File: src/rtl/tcbm_pkg.sv
// Shared definitions for the TCBM host link: code bytes, rx tags, status encodings and FSM states.
package tcbm_pkg;

  localparam logic [7:0] CODE_CMD  = 8'h81;
  localparam logic [7:0] CODE_DATA = 8'h82;
  localparam logic [7:0] CODE_TALK = 8'h83;
  localparam logic [7:0] CODE_SEC  = 8'h84;

  localparam logic [1:0] TAG_NONE = 2'b00;
  localparam logic [1:0] TAG_CMD  = 2'b01;
  localparam logic [1:0] TAG_DATA = 2'b10;
  localparam logic [1:0] TAG_SEC  = 2'b11;

  localparam logic [1:0] ST_OK      = 2'b00;
  localparam logic [1:0] ST_EOI     = 2'b10;
  localparam logic [1:0] ST_TIMEOUT = 2'b01;

  typedef enum logic [3:0] {
    IDLE, CODE_ACK, CODE_REL, PAY_WAIT, RX_ACK, RX_REL, TX_WAIT, TX_ACK, TX_REL
  } state_e;

  typedef struct packed {
    logic [1:0] tag;
    logic [7:0] data;
  } rx_entry_t;

  // Tag for host-to-device codes; TAG_NONE for the talk code and invalid codes.
  function automatic logic [1:0] code_tag(input logic [7:0] code);
    case (code)
      CODE_CMD:  code_tag = TAG_CMD;
      CODE_DATA: code_tag = TAG_DATA;
      CODE_SEC:  code_tag = TAG_SEC;
      default:   code_tag = TAG_NONE;
    endcase
  endfunction

endpackage

File: src/rtl/tcbm_rx_fifo.sv
// Receive FIFO of {tag, byte} entries; a push into a full FIFO succeeds when a pop happens in the same cycle.
module tcbm_rx_fifo
  import tcbm_pkg::*;
#(
  parameter int unsigned DEPTH = 4
) (
  input  logic      clock,
  input  logic      _reset,
  input  logic      push_i,
  input  rx_entry_t push_data_i,
  input  logic      pop_i,
  output logic      valid_o,
  output logic      full_o,
  output rx_entry_t rd_data_o
);

  localparam int unsigned AW = $clog2(DEPTH);

  logic [AW:0] wr_q, rd_q;
  rx_entry_t   mem_q [DEPTH];
  logic        empty, do_push, do_pop;

  assign empty     = (wr_q == rd_q);
  assign full_o    = (wr_q[AW] != rd_q[AW]) && (wr_q[AW-1:0] == rd_q[AW-1:0]);
  assign valid_o   = !empty;
  assign do_pop    = pop_i && !empty;
  assign do_push   = push_i && (!full_o || do_pop);
  assign rd_data_o = mem_q[rd_q[AW-1:0]];

  always_ff @(posedge clock) begin
    if (!_reset) begin
      wr_q <= '0;
      rd_q <= '0;
    end else begin
      if (do_push) wr_q <= wr_q + (AW+1)'(1);
      if (do_pop)  rd_q <= rd_q + (AW+1)'(1);
    end
  end

  always_ff @(posedge clock) begin
    if (do_push) mem_q[wr_q[AW-1:0]] <= push_data_i;
  end

endmodule

File: src/rtl/tcbm_link.sv
// TCBM host link device side: DAV/ACK byte handshake, code decode, rx FIFO and tx byte with timeout.
module tcbm_link
  import tcbm_pkg::*;
#(
  parameter int unsigned SYNC_STAGES    = 2,
  parameter int unsigned TIMEOUT_CYCLES = 1024,
  parameter int unsigned RX_DEPTH       = 4
) (
  input  logic       clock,
  input  logic       _reset,
  input  logic [7:0] h_data_in,
  output logic [7:0] h_data_out,
  output logic       h_data_oe,
  input  logic       h_dav,
  output logic       h_ack,
  output logic [1:0] h_status,
  output logic       rx_valid,
  input  logic       rx_ready,
  output logic [7:0] rx_data,
  output logic [1:0] rx_tag,
  input  logic       tx_valid,
  output logic       tx_ready,
  input  logic [7:0] tx_data,
  input  logic       tx_eoi,
  output logic       err_pulse
);

  localparam int unsigned TW       = $clog2(TIMEOUT_CYCLES + 1);
  localparam logic [TW-1:0] TMO_LAST = TW'(TIMEOUT_CYCLES - 1);

  logic [SYNC_STAGES-1:0] sync_q, sync_d;
  logic                   dav_s;
  state_e                 state_q, state_d;
  logic [7:0]             code_q, code_d, pay_q, pay_d, dout_q, dout_d;
  logic                   pend_q, pend_d, sent_q, sent_d;
  logic [TW-1:0]          tmo_q, tmo_d;
  logic                   h_ack_q, h_ack_d, oe_q, oe_d, err_q, err_d;
  logic [1:0]             status_q, status_d;
  logic                   fifo_full, push, pay_avail;
  rx_entry_t              push_data, pop_data;

  if (SYNC_STAGES > 1) begin : g_sync_chain
    assign sync_d = {sync_q[SYNC_STAGES-2:0], h_dav};
  end else begin : g_sync_one
    assign sync_d = h_dav;
  end
  assign dav_s = sync_q[SYNC_STAGES-1];

  // A payload is available from the pins on first dav_s low, or from pay_q while stalled on a full FIFO.
  assign pay_avail = pend_q || !dav_s;
  assign push      = (state_q == PAY_WAIT) && pay_avail && (!fifo_full || (rx_valid && rx_ready));
  assign push_data = {code_tag(code_q), pend_q ? pay_q : h_data_in};
  assign tx_ready  = (state_q == TX_WAIT) && !dav_s && !sent_q;

  tcbm_rx_fifo #(.DEPTH(RX_DEPTH)) u_rx_fifo (
    .clock       (clock),
    ._reset      (_reset),
    .push_i      (push),
    .push_data_i (push_data),
    .pop_i       (rx_ready),
    .valid_o     (rx_valid),
    .full_o      (fifo_full),
    .rd_data_o   (pop_data)
  );
  assign rx_data = pop_data.data;
  assign rx_tag  = pop_data.tag;

  always_ff @(posedge clock) begin
    if (!_reset) state_q <= IDLE;
    else         state_q <= state_d;
  end

  always_comb begin
    state_d = state_q;
    case (state_q)
      IDLE:     if (!dav_s) state_d = CODE_ACK;
      CODE_ACK: if (dav_s)  state_d = CODE_REL;
      CODE_REL: begin
        if (code_q == CODE_TALK)              state_d = TX_WAIT;
        else if (code_tag(code_q) != TAG_NONE) state_d = PAY_WAIT;
        else                                   state_d = IDLE;
      end
      PAY_WAIT: if (push)   state_d = RX_ACK;
      RX_ACK:   if (dav_s)  state_d = RX_REL;
      RX_REL:   state_d = IDLE;
      TX_WAIT:  if (sent_q) state_d = TX_ACK;
      TX_ACK:   if (dav_s)  state_d = TX_REL;
      TX_REL:   state_d = IDLE;
      default:  state_d = IDLE;
    endcase
  end

  always_comb begin
    code_d   = code_q;
    pay_d    = pay_q;
    pend_d   = pend_q;
    sent_d   = sent_q;
    tmo_d    = tmo_q;
    dout_d   = dout_q;
    oe_d     = oe_q;
    status_d = status_q;
    err_d    = 1'b0;
    h_ack_d  = !(state_d inside {CODE_ACK, RX_ACK, TX_ACK});
    case (state_q)
      IDLE:     if (!dav_s) code_d = h_data_in;
      CODE_ACK: if (dav_s && code_tag(code_q) == TAG_NONE && code_q != CODE_TALK) err_d = 1'b1;
      CODE_REL: begin
        pend_d = 1'b0;
        sent_d = 1'b0;
        tmo_d  = '0;
      end
      PAY_WAIT: begin
        if (push) begin
          pend_d = 1'b0;
        end else if (!dav_s && !pend_q) begin
          pay_d  = h_data_in;
          pend_d = 1'b1;
        end
      end
      // Data is driven on accept; ack follows one cycle later via sent_q.
      TX_WAIT: begin
        if (!sent_q && !dav_s) begin
          if (tx_valid) begin
            dout_d   = tx_data;
            oe_d     = 1'b1;
            status_d = tx_eoi ? ST_EOI : ST_OK;
            sent_d   = 1'b1;
          end else if (tmo_q == TMO_LAST) begin
            dout_d   = 8'h00;
            oe_d     = 1'b1;
            status_d = ST_TIMEOUT;
            sent_d   = 1'b1;
          end else begin
            tmo_d = tmo_q + TW'(1);
          end
        end
      end
      TX_ACK:  if (dav_s) oe_d = 1'b0;
      default: ;
    endcase
  end

  always_ff @(posedge clock) begin
    if (!_reset) begin
      sync_q   <= '1;
      code_q   <= '0;
      pay_q    <= '0;
      pend_q   <= 1'b0;
      sent_q   <= 1'b0;
      tmo_q    <= '0;
      dout_q   <= '0;
      oe_q     <= 1'b0;
      status_q <= ST_OK;
      h_ack_q  <= 1'b1;
      err_q    <= 1'b0;
    end else begin
      sync_q   <= sync_d;
      code_q   <= code_d;
      pay_q    <= pay_d;
      pend_q   <= pend_d;
      sent_q   <= sent_d;
      tmo_q    <= tmo_d;
      dout_q   <= dout_d;
      oe_q     <= oe_d;
      status_q <= status_d;
      h_ack_q  <= h_ack_d;
      err_q    <= err_d;
    end
  end

  assign h_data_out = dout_q;
  assign h_data_oe  = oe_q;
  assign h_status   = status_q;
  assign h_ack      = h_ack_q;
  assign err_pulse  = err_q;

endmodule

File: config.mk
export PLATFORM = sky130hd
export DESIGN_NAME = tcbm_link
export DESIGN_NICKNAME = d
export VERILOG_FILES = /design/src/rtl/tcbm_pkg.sv /design/src/rtl/tcbm_rx_fifo.sv /design/src/rtl/tcbm_link.sv
export SDC_FILE = /design/constraint.sdc
export NUM_CORES = 1
export LEC_CHECK = 0
export ABC_AREA = 1
export ABC_CLOCK_PERIOD_IN_PS = 1700
export CAP_MARGIN = 20
export CORE_ASPECT_RATIO = 0.8
export CORE_UTILIZATION = 40
export DETAILED_ROUTE_END_ITERATION = 7
export PLACE_DENSITY = 0.69
export SLEW_MARGIN = 10
export SYNTH_ARGS = -nofsm -noshare
export SYNTH_HDL_FRONTEND = slang
export SYNTH_SLANG_ARGS = --single-unit
File: constraint.sdc
create_clock -name clock -period 1.7 [get_ports clock]
set_input_delay 0.34 -clock clock [delete_from_list [all_inputs] [get_ports clock]]
set_output_delay 0.34 -clock clock [all_outputs]
set_load 0.01 [all_outputs]
After elaboration in Yosys (flattened, before gate mapping). Memory sizes are Yosys's and may differ from the RTL's. A register that Yosys moved wholly into a read port is not among the register bits. Index checks and enable logic that the tools add are counted.

Bitwise gates (word level): 2. Reduce and logical (&&, ||, !) cells: 35. Equality and inequality tests: 24. Multiplexer cells: 37. Add/sub/neg operators: 3.

Operators by type and width (number): 11-bit two-way mux (3); 8-bit equality test, second input constant (4); 4-bit one-hot mux with 7 select lines (1); 4-bit two-way mux (6); 8-bit two-way mux (3); 11-bit one-hot mux with 2 select lines (1); 4-bit by 3-bit equality test with 1-bit output, second input constant (5); 2-bit two-way mux (9); 11-bit by 1-bit adder with 11-bit output, second input constant (1); 11-bit by 10-bit equality test with 1-bit output, second input constant (1); 1-bit logical AND (11); 2-bit nonzero test (5); 1-bit two-way mux (9); 3-bit AND reduction (3); 4-bit by 1-bit equality test with 1-bit output, second input constant (2); 4-bit by 2-bit equality test with 1-bit output, second input constant (2); 8-bit inequality test, second input constant (1); 4-bit AND reduction (2); 3-bit by 1-bit adder with 3-bit output, second input constant (2); 1-bit zero test (6); 2-bit inequality test, second input constant (3); 1-bit one-hot mux with 2 select lines (3); 2-bit one-hot mux with 3 select lines (1); 2-bit AND reduction (3); 12 further kinds (14).

Memories: 1. Output and inout bits: 25. Input bits: 22. Word-level logic and storage cells: 116. Bits in registers: 54. Bits in writable memories: 40.

Memory list: u_rx_fifo.mem_q (words 4, bits a word 10, rd ports 1, clocked after Yosys merged registers in 1, write ports 1, RTL line tcbm_rx_fifo.sv:20) `rx_entry_t mem_q [DEPTH];`.

Longest topological paths before layout. Gate-level depths: netlist of the first run.

Depth in word-level cells: 11. Mapped depth: 11. Mapped depth without buffers: 10.

Modules after synthesis. A second synthesis of the first run with hierarchy kept.

Cell total of the unflattened synthesis: 497. Area total of the unflattened synthesis: 4207.8 um2.

By module, submodules not included: tcbm_link (area an instance 2270.9 um2, cells each 335, seq. area each 960.9 um2, instances 1); tcbm_rx_fifo (area an instance 1936.9 um2, cells each 162, seq. area each 1361.3 um2, instances 1).

Worst setup path after synthesis of the first run. Ideal clock, no wire load.

Path type: reg-to-reg. Start: register state_q[3]. End: memory u_rx_fifo.mem_q[0][0] (netlist bit), enable pin. Setup slack: 10 ps. Data required time: 1324 ps. Setup time: 376 ps. Stages on the path, launching flop included: 6. Arrival: 1314 ps. Period minus slack after synthesis: 1690 ps. Buffers on the path: 0. Cells stage by stage: dfxtp_1 nor2_2 nand2_1 nor2_4 nand2_8 nor2_1.

Word-level cells in the longest chain between the ends: 6.

Ends and longest elaborated chain: start, declared (RTL line tcbm_link.sv:33) `state_e state_q, state_d;`; start signal, assigned (RTL line tcbm_link.sv:70) `else state_q <= state_d;`; 4-bit by 2-bit equality test with 1-bit output (RTL line tcbm_link.sv:51) `assign push = (state_q == PAY_WAIT) && pay_avail && (!fifo_full || (rx_valid && rx_ready));`; 1-bit logical AND (2 in a row) (RTL line tcbm_link.sv:51); 1-bit logical AND (RTL line tcbm_rx_fifo.sv:27) `assign do_push = push_i && (!full_o || do_pop);`; 1-bit two-way mux (RTL line tcbm_rx_fifo.sv:41) `if (do_push) mem_q[wr_q[AW-1:0]] <= push_data_i;`; 1-bit two-way mux (implied by the code) (RTL line tcbm_rx_fifo.sv:41); end, declared (RTL line tcbm_rx_fifo.sv:20).

No other way between the ends.

==> results_dict.tcl, run 1 <==
set metrics [dict create \
    outcome "finished, final reports clean" \
    antenna_found_initial 0 \
    cpMaxStageDelayCell "dfxtp_4" \
    drc 0 \
    period_share_pct 96.9 \
    rrSetupSlack_ps 90 \
    syn_area_per_cell_sq_um 8.33 \
    rsz0062_at_grt "yes" \
    final_max_slew_viol_count 0 \
    wl_per_cell_um 13.4 \
    vdd_drop_max_mv 0.459 \
    viasPerCell 4.92 \
    syn_nets 542 \
    synth_warnings 0 \
    path_class "reg -> out" \
    fill_cells 954 \
    core_area_sq_um 10300 \
    clk_latency_ps 350 \
    hold-path-endpoint "sync_q[1]" \
    die_y_um 94.5 \
    holdCritStartpoint "sync_q[0]" \
    drive_gt1_share_pct 16.4 \
    path_clk_slew_ps 70 \
    tightest_slew_ps 631 \
    endpoint_kind "primary output" \
    critPathRequiredTime_ps 1360 \
    max_stage_delay_ps 370 \
    cp_max_fo 8 \
    multi_input_area_sq_um 1700 \
    arrival_ps 1310 \
    die_w_um 118 \
    clock_skew_ps 12.7 \
    ys_ff_latch 96 \
    r2r_start "state_q[3]" \
    yosysSeqAreaShare_pct 54.2 \
    r2r_cells 6 \
    utilization_pct 52.5 \
    hold_buffers 0 \
    vias 3602 \
    syn_area_sq_um 4280 \
    critPathLaunchType "register" \
    final-setup-viol-count 0 \
    routed_wl_mm 9.81 \
    seq_area_sq_um 2340 \
    slew_headroom_pct 57.5 \
    syn_inst 514 \
    dp.cells 710 \
    grt_max_degree 22 \
    cts.sink_count 96 \
    numCtsBuffers 9 \
    grt.overflow.total 0 \
    drtAntennaViolNets 0 \
    min_path_type "reg -> reg" \
    hold_depth 1 \
    nets 615 \
    tns_ps 0 \
    fin_crit_ps 1650 \
    ys_types 32 \
    critPathBufInv 3 \
    cts_buffer_depth 2 \
    ctsHtreeMaxLevel 3 \
    portBuffers 46 \
    root_buffer "clkbuf_16" \
    ios 47 \
    area_growth_pct 26.5 \
    path_cells "inv_4 > buf_6 > nor2_1 > o22ai_1 > buf_2" \
    std_cell_rows 33 \
    grt_pass1_vias 3317 \
    crit_family "flip-flops" \
    leakagePower_nw 2.16 \
    rr_endpoint "u_rx_fifo.mem_q[3][0]" \
    final_cells 732 \
    hpwl_mm 6.83 \
    grtUsageTotal_pct 18.2 \
    grt_pass1_wl_mm 15.8 \
    diodes 0 \
    die_area_sq_um 11100 \
    maxCapViolations 0 \
    timing.fmax_mhz 607 \
    drtPass1Iterations 4 \
    place_congestion 0.891 \
    initial_core_util_pct 41.5 \
    hold_viol 0 \
    drtIter0Drc 270 \
    cts_tree "yes" \
    pwr_density_cell_nw_per_um2 920 \
]
==> cells by family after synthesis <==
family                     share of synthesized area, %
adders and majority gates                          1.75
xor gates and xnor gates                           1.02
DFF                                                54.2
and+or+nand+nor                                    23.7
AOI/OAI and AO/OA                                  12.7
buffers and inverters                              6.58
==> report_power, final <==
| part | switching (mW) | internal, mW |
|---|---|---|
| Sequential | 0.0268 | 2.42 |
| Clock | 0.995 | 1.06 |
| Combinational | 0.264 | 0.211 |
==> what timing repair did <==
action | CTS | global route
setup buffers | 2 | 2
gates resized for setup | 71 | 16
endpoints found under the setup margin | 12 | 30
pin swaps | 2 | 2
gates cloned | 1 | 1
==> cell usage in the layout, fill, tap and decap left out, drive strengths merged, types with 5 or more instances in the layout <==
master,count
a21oi,43
buf,40
clkbuf,11
clkdlybuf4s50,34
clkinv,5
dfxtp,56
edfxtp,40
ha,6
inv,58
nand2,115
nand3,23
nand4,5
nor2,82
o21ai,49
o22ai,11
==> worst max-delay path by stage <==
| stage | start | end | slack [ps] | cells past startpoint |
|---|---|---|---|---|
| 2_1_floorplan | state_q[3] | u_rx_fifo.mem_q[0][0] | 10 | 5 |
| 3_3_place_gp | register | rx_data[3] | -110 | 4 |
| 6_report | register | rx_data[3] | 50 | 5 |
| 5_1_grt | state_q[0] | u_rx_fifo.mem_q[1][3] | -9 | 7 |
| 3_5_place_dp | register | rx_data[7] | -140 | 4 |
| 4_1_cts | register | rx_data[0] | -40 | 5 |
==> Yosys cell counts <==
library cell	n	area [sq um]
nor2_1	72	270
or2_2	2	12.5
buf_4	1	7.51
o21bai_1	1	7.51
nand2_8	1	20.0
nand3b_4	1	20.0
ha_1	6	75.1
dfxtp_1	56	1120
o21a_1	1	7.51
nand2_2	2	12.5
inv_2	7	26.3
buf_2	3	15.0
clkinv_1	1	3.75
nor4_1	1	6.26
nand3_2	1	10.0
o22ai_1	11	68.8
nand4_1	3	18.8
nor2_4	3	33.8
xnor2_1	2	17.5
o21ai_1	2	10.0
clkbuf_1	10	37.5
inv_1	48	180
nand2_1	112	420
edfxtp_1	40	1200
nand3_1	22	110
nor2_2	7	43.8
nand4_4	1	21.3
xor2_1	3	26.3
a21oi_1	43	215
nor3_1	3	15.0
buf_6	1	11.3
o21ai_0	47	235
==> final cells by class <==
type / instances / share of cell area [%]
Sequential cell: 96 / 43.2
Multi-Input combinational cell: 348 / 31.3
Timing Repair Buffer: 76 / 12.4
Clock buffer: 9 / 4.16
Inverter: 56 / 3.93
Tap cell: 140 / 3.23
Clock inverter: 7 / 1.73
==> through the flow <==
step	setup slack [ps]	area, sq um	total power, mW	hold slack (ps)
5_1_grt	-9.45	5420	5.17	444
4_1_cts	-35.3	5380	5.02	418
3_3_place_gp	-106	5060	2.98	394
3_5_place_dp	-137	5060	3.00	401
2_1_floorplan	9.66	4280	2.73	393
6_report	52.3	5420	4.98	418
==> registers in the layout, indices dropped and copies added, names as in the netlist, 2 cells and up, named ones only <==
name / count
u_rx_fifo.mem_q: 40
tmo_q: 11
code_q: 8
h_data_out: 8
pay_q: 8
state_q: 4
u_rx_fifo.rd_q: 3
u_rx_fifo.wr_q: 3
h_status: 2
sync_q: 2
==> routing by layer <==
layer	part of all wire, %	vias to the layer above	GRT usage (%)
met1	49	1689	24.2
met2	46	68	29.7
met5	0	-	0
met3	3.8	9	3.74
li1	-	1836	-
met4	1.3	0	6.41
Note: power is estimated with default switching activity, not from simulation.
==> run 2: changes to the inputs <==
--- a/config.mk
+++ b/config.mk
@@ -7,7 +7,6 @@
 export LEC_CHECK = 0
 export ABC_AREA = 1
 export ABC_CLOCK_PERIOD_IN_PS = 1700
-export CAP_MARGIN = 20
 export CORE_ASPECT_RATIO = 0.8
 export CORE_UTILIZATION = 40
 export DETAILED_ROUTE_END_ITERATION = 7
==> results of run 2 <==
The final DEF is identical to that of run 1; final timing and power are the same.
==> run 3: changes to the inputs <==
--- a/config.mk
+++ b/config.mk
@@ -8,6 +8,7 @@
 export ABC_AREA = 1
 export ABC_CLOCK_PERIOD_IN_PS = 1700
 export CORE_ASPECT_RATIO = 0.8
+export CORE_MARGIN = 3
 export CORE_UTILIZATION = 40
 export DETAILED_ROUTE_END_ITERATION = 7
 export PLACE_DENSITY = 0.69
==> run 3 against run 2 <==
Net effect: critical path depth unchanged; hold slack got worse by 3.4 ps; power about the same; die area increased by 7.8%; core utilization increased by 0.38 points; global-route usage decreased by 1.9 points; sequential power about the same; largest cell class unchanged.
==> results_dict.tcl, run 3 (synthesis gave the netlist of run 1 again) <==
set metrics [dict create \
    hold_buffers 0 \
    critPathBufInv 3 \
    drtAntennaViolNets 0 \
    antenna_found_initial 0 \
    fin_crit_ps 1650 \
    outcome "finished, final reports clean" \
    core_area_sq_um 10300 \
    final_max_slew_viol_count 0 \
    viasPerCell 4.88 \
    placed_cell_area_sq_um 5080 \
    drive_gt1_share_pct 17.8 \
    ctsHtreeMaxLevel 3 \
    fill_cells 921 \
    p_switching_mw 1.28 \
    largest_register_ffs 40 \
    seq_area_sq_um 2330 \
    critPathLaunchType "register" \
    clock_skew_ps 6.62 \
    initial_core_util_pct 41.5 \
    path_clk_slew_ps 70 \
    numCtsBuffers 9 \
    pwr_density_cell_nw_per_um2 914 \
    hpwl_mm 6.92 \
    r2r_start "sync_q[1]" \
    timing.fmax_mhz 608 \
    clk_latency_ps 350 \
    die_w_um 122 \
    routed_wl_mm 9.55 \
    pwr-share-comb_pct 9.9 \
    holdCritStartpoint "sync_q[0]" \
    area_growth_pct 27.4 \
    drc 0 \
    hold_viol 0 \
    cellInternalPower_mw 3.71 \
    endpoint_kind "primary output" \
    final-setup-viol-count 0 \
    nets 620 \
    cp_max_fo 7 \
    die_y_um 98.5 \
    vias 3598 \
    std_cell_rows 33 \
    arrival_ps 1310 \
    vdd_drop_max_mv 0.505 \
    whs_ps 415 \
    place_congestion 0.863 \
    wl_per_cell_um 13.0 \
    cpMaxStageDelayCell "dfxtp_4" \
    period_share_pct 96.8 \
    grt_pass1_vias 3381 \
    grtUsageTotal_pct 16.3 \
    grt.overflow.total 0 \
    clock_power_share_pct 40.9 \
    layout.cells.most_common "nand2_1" \
    fin_ws_ps 54.2 \
    critPathRequiredTime_ps 1360 \
    crit_family "buffers and inverters" \
    maxCapViolations 0 \
    design_area_sq_um 5460 \
    cts_tree "yes" \
    root_buffer "clkbuf_16" \
    switching_share_pct 25.7 \
    leakagePower_nw 2.18 \
    seqPwrFrac_pct 49.2 \
    ios 47 \
    path_class "reg -> out" \
    tightest_slew_ps 554 \
    dp.cells 715 \
    cts.sink_count 96 \
    grt_pass1_wl_mm 15.7 \
    final_cells 737 \
    min_path_type "reg -> reg" \
    max_stage_delay_ps 370 \
    die_area_sq_um 12000 \
    place_ws_ps -210 \
    final_cell_mix "nand2_1, nor2_1, dfxtp_1" \
    portBuffers 46 \
    utilization_pct 52.8 \
    path_cells "buf_6 > buf_4 > nor2_1 > o22ai_1 > buf_2" \
    slew_headroom_pct 62.6 \
    drtIter0Drc 240 \
    diodes 0 \
    drtPass1Iterations 4 \
    cts_buffer_depth 2 \
    grt_max_degree 22 \
    multi_input_area_sq_um 1730 \
]
run 3: changes by cell type in the layout (fill, tap and decap cells not counted), moves of 3 or more:
| cell | previous run | this run |
|---|---|---|
| nor2_2 | 6 | 10 |
| dfxtp_1 | 46 | 50 |
| buf_4 | 23 | 30 |
| o21ai_2 | 0 | 3 |
| dfxtp_2 | 7 | 4 |
| o21ai_1 | 19 | 16 |
| nor2_1 | 72 | 68 |
run 3: routing by layer:
metal	share of wire [%]	GRT usage (%)	vias up
li1	-	-	1850
met1	48	22.1	1674
met2	46	25.8	61
met3	4.1	4.48	13
met4	1.3	4.82	0
met5	0	0	-
run 3: power groups by stage:
| stage | combinational (mW) | clock [mW] | sequential [mW] |
|---|---|---|---|
| after floorplan | 0.243 | 0 | 2.49 |
| after global placement | 0.478 | 0 | 2.50 |
| after detailed placement | 0.492 | 0 | 2.50 |
| after CTS | 0.470 | 2.09 | 2.45 |
| after global routing | 0.543 | 2.19 | 2.46 |
| final | 0.491 | 2.04 | 2.45 |
run 3: path summary, 6_finish.rpt:
check / slack [ps] / to / cells after the start
max reg2reg: 120 / u_rx_fifo.mem_q[1][2] / 7
min reg2reg: 410 / sync_q[1] / 1
max: 50 / rx_tag[1] / 5
min: 410 / sync_q[1] / 1
run 3: area by class of cell:
type / count / share of cell area, %
timing repair buffer: 81 / 12.7
sequential: 96 / 42.8
clock buffer: 9 / 4.13
tap: 140 / 3.21
multi-input combinational: 348 / 31.6
clock inverter: 7 / 1.63
inverter: 56 / 3.94
run 3: stage by stage:
| stage | setup TNS [ps] | total power, mW |
|---|---|---|
| after floorplan | 0 | 2.73 |
| after detailed placement | -1790 | 2.99 |
| after CTS | 0 | 5.01 |
| after global placement | -508 | 2.97 |
| final | 0 | 4.99 |
| after global routing | -1.06 | 5.19 |
run 3: repair_timing:
item,4_1_cts,5_1_grt
cloned,0,1
setup endpoints to repair,12,22
setup buffers,3,2
resized for setup,71,18
pin swaps,2,2
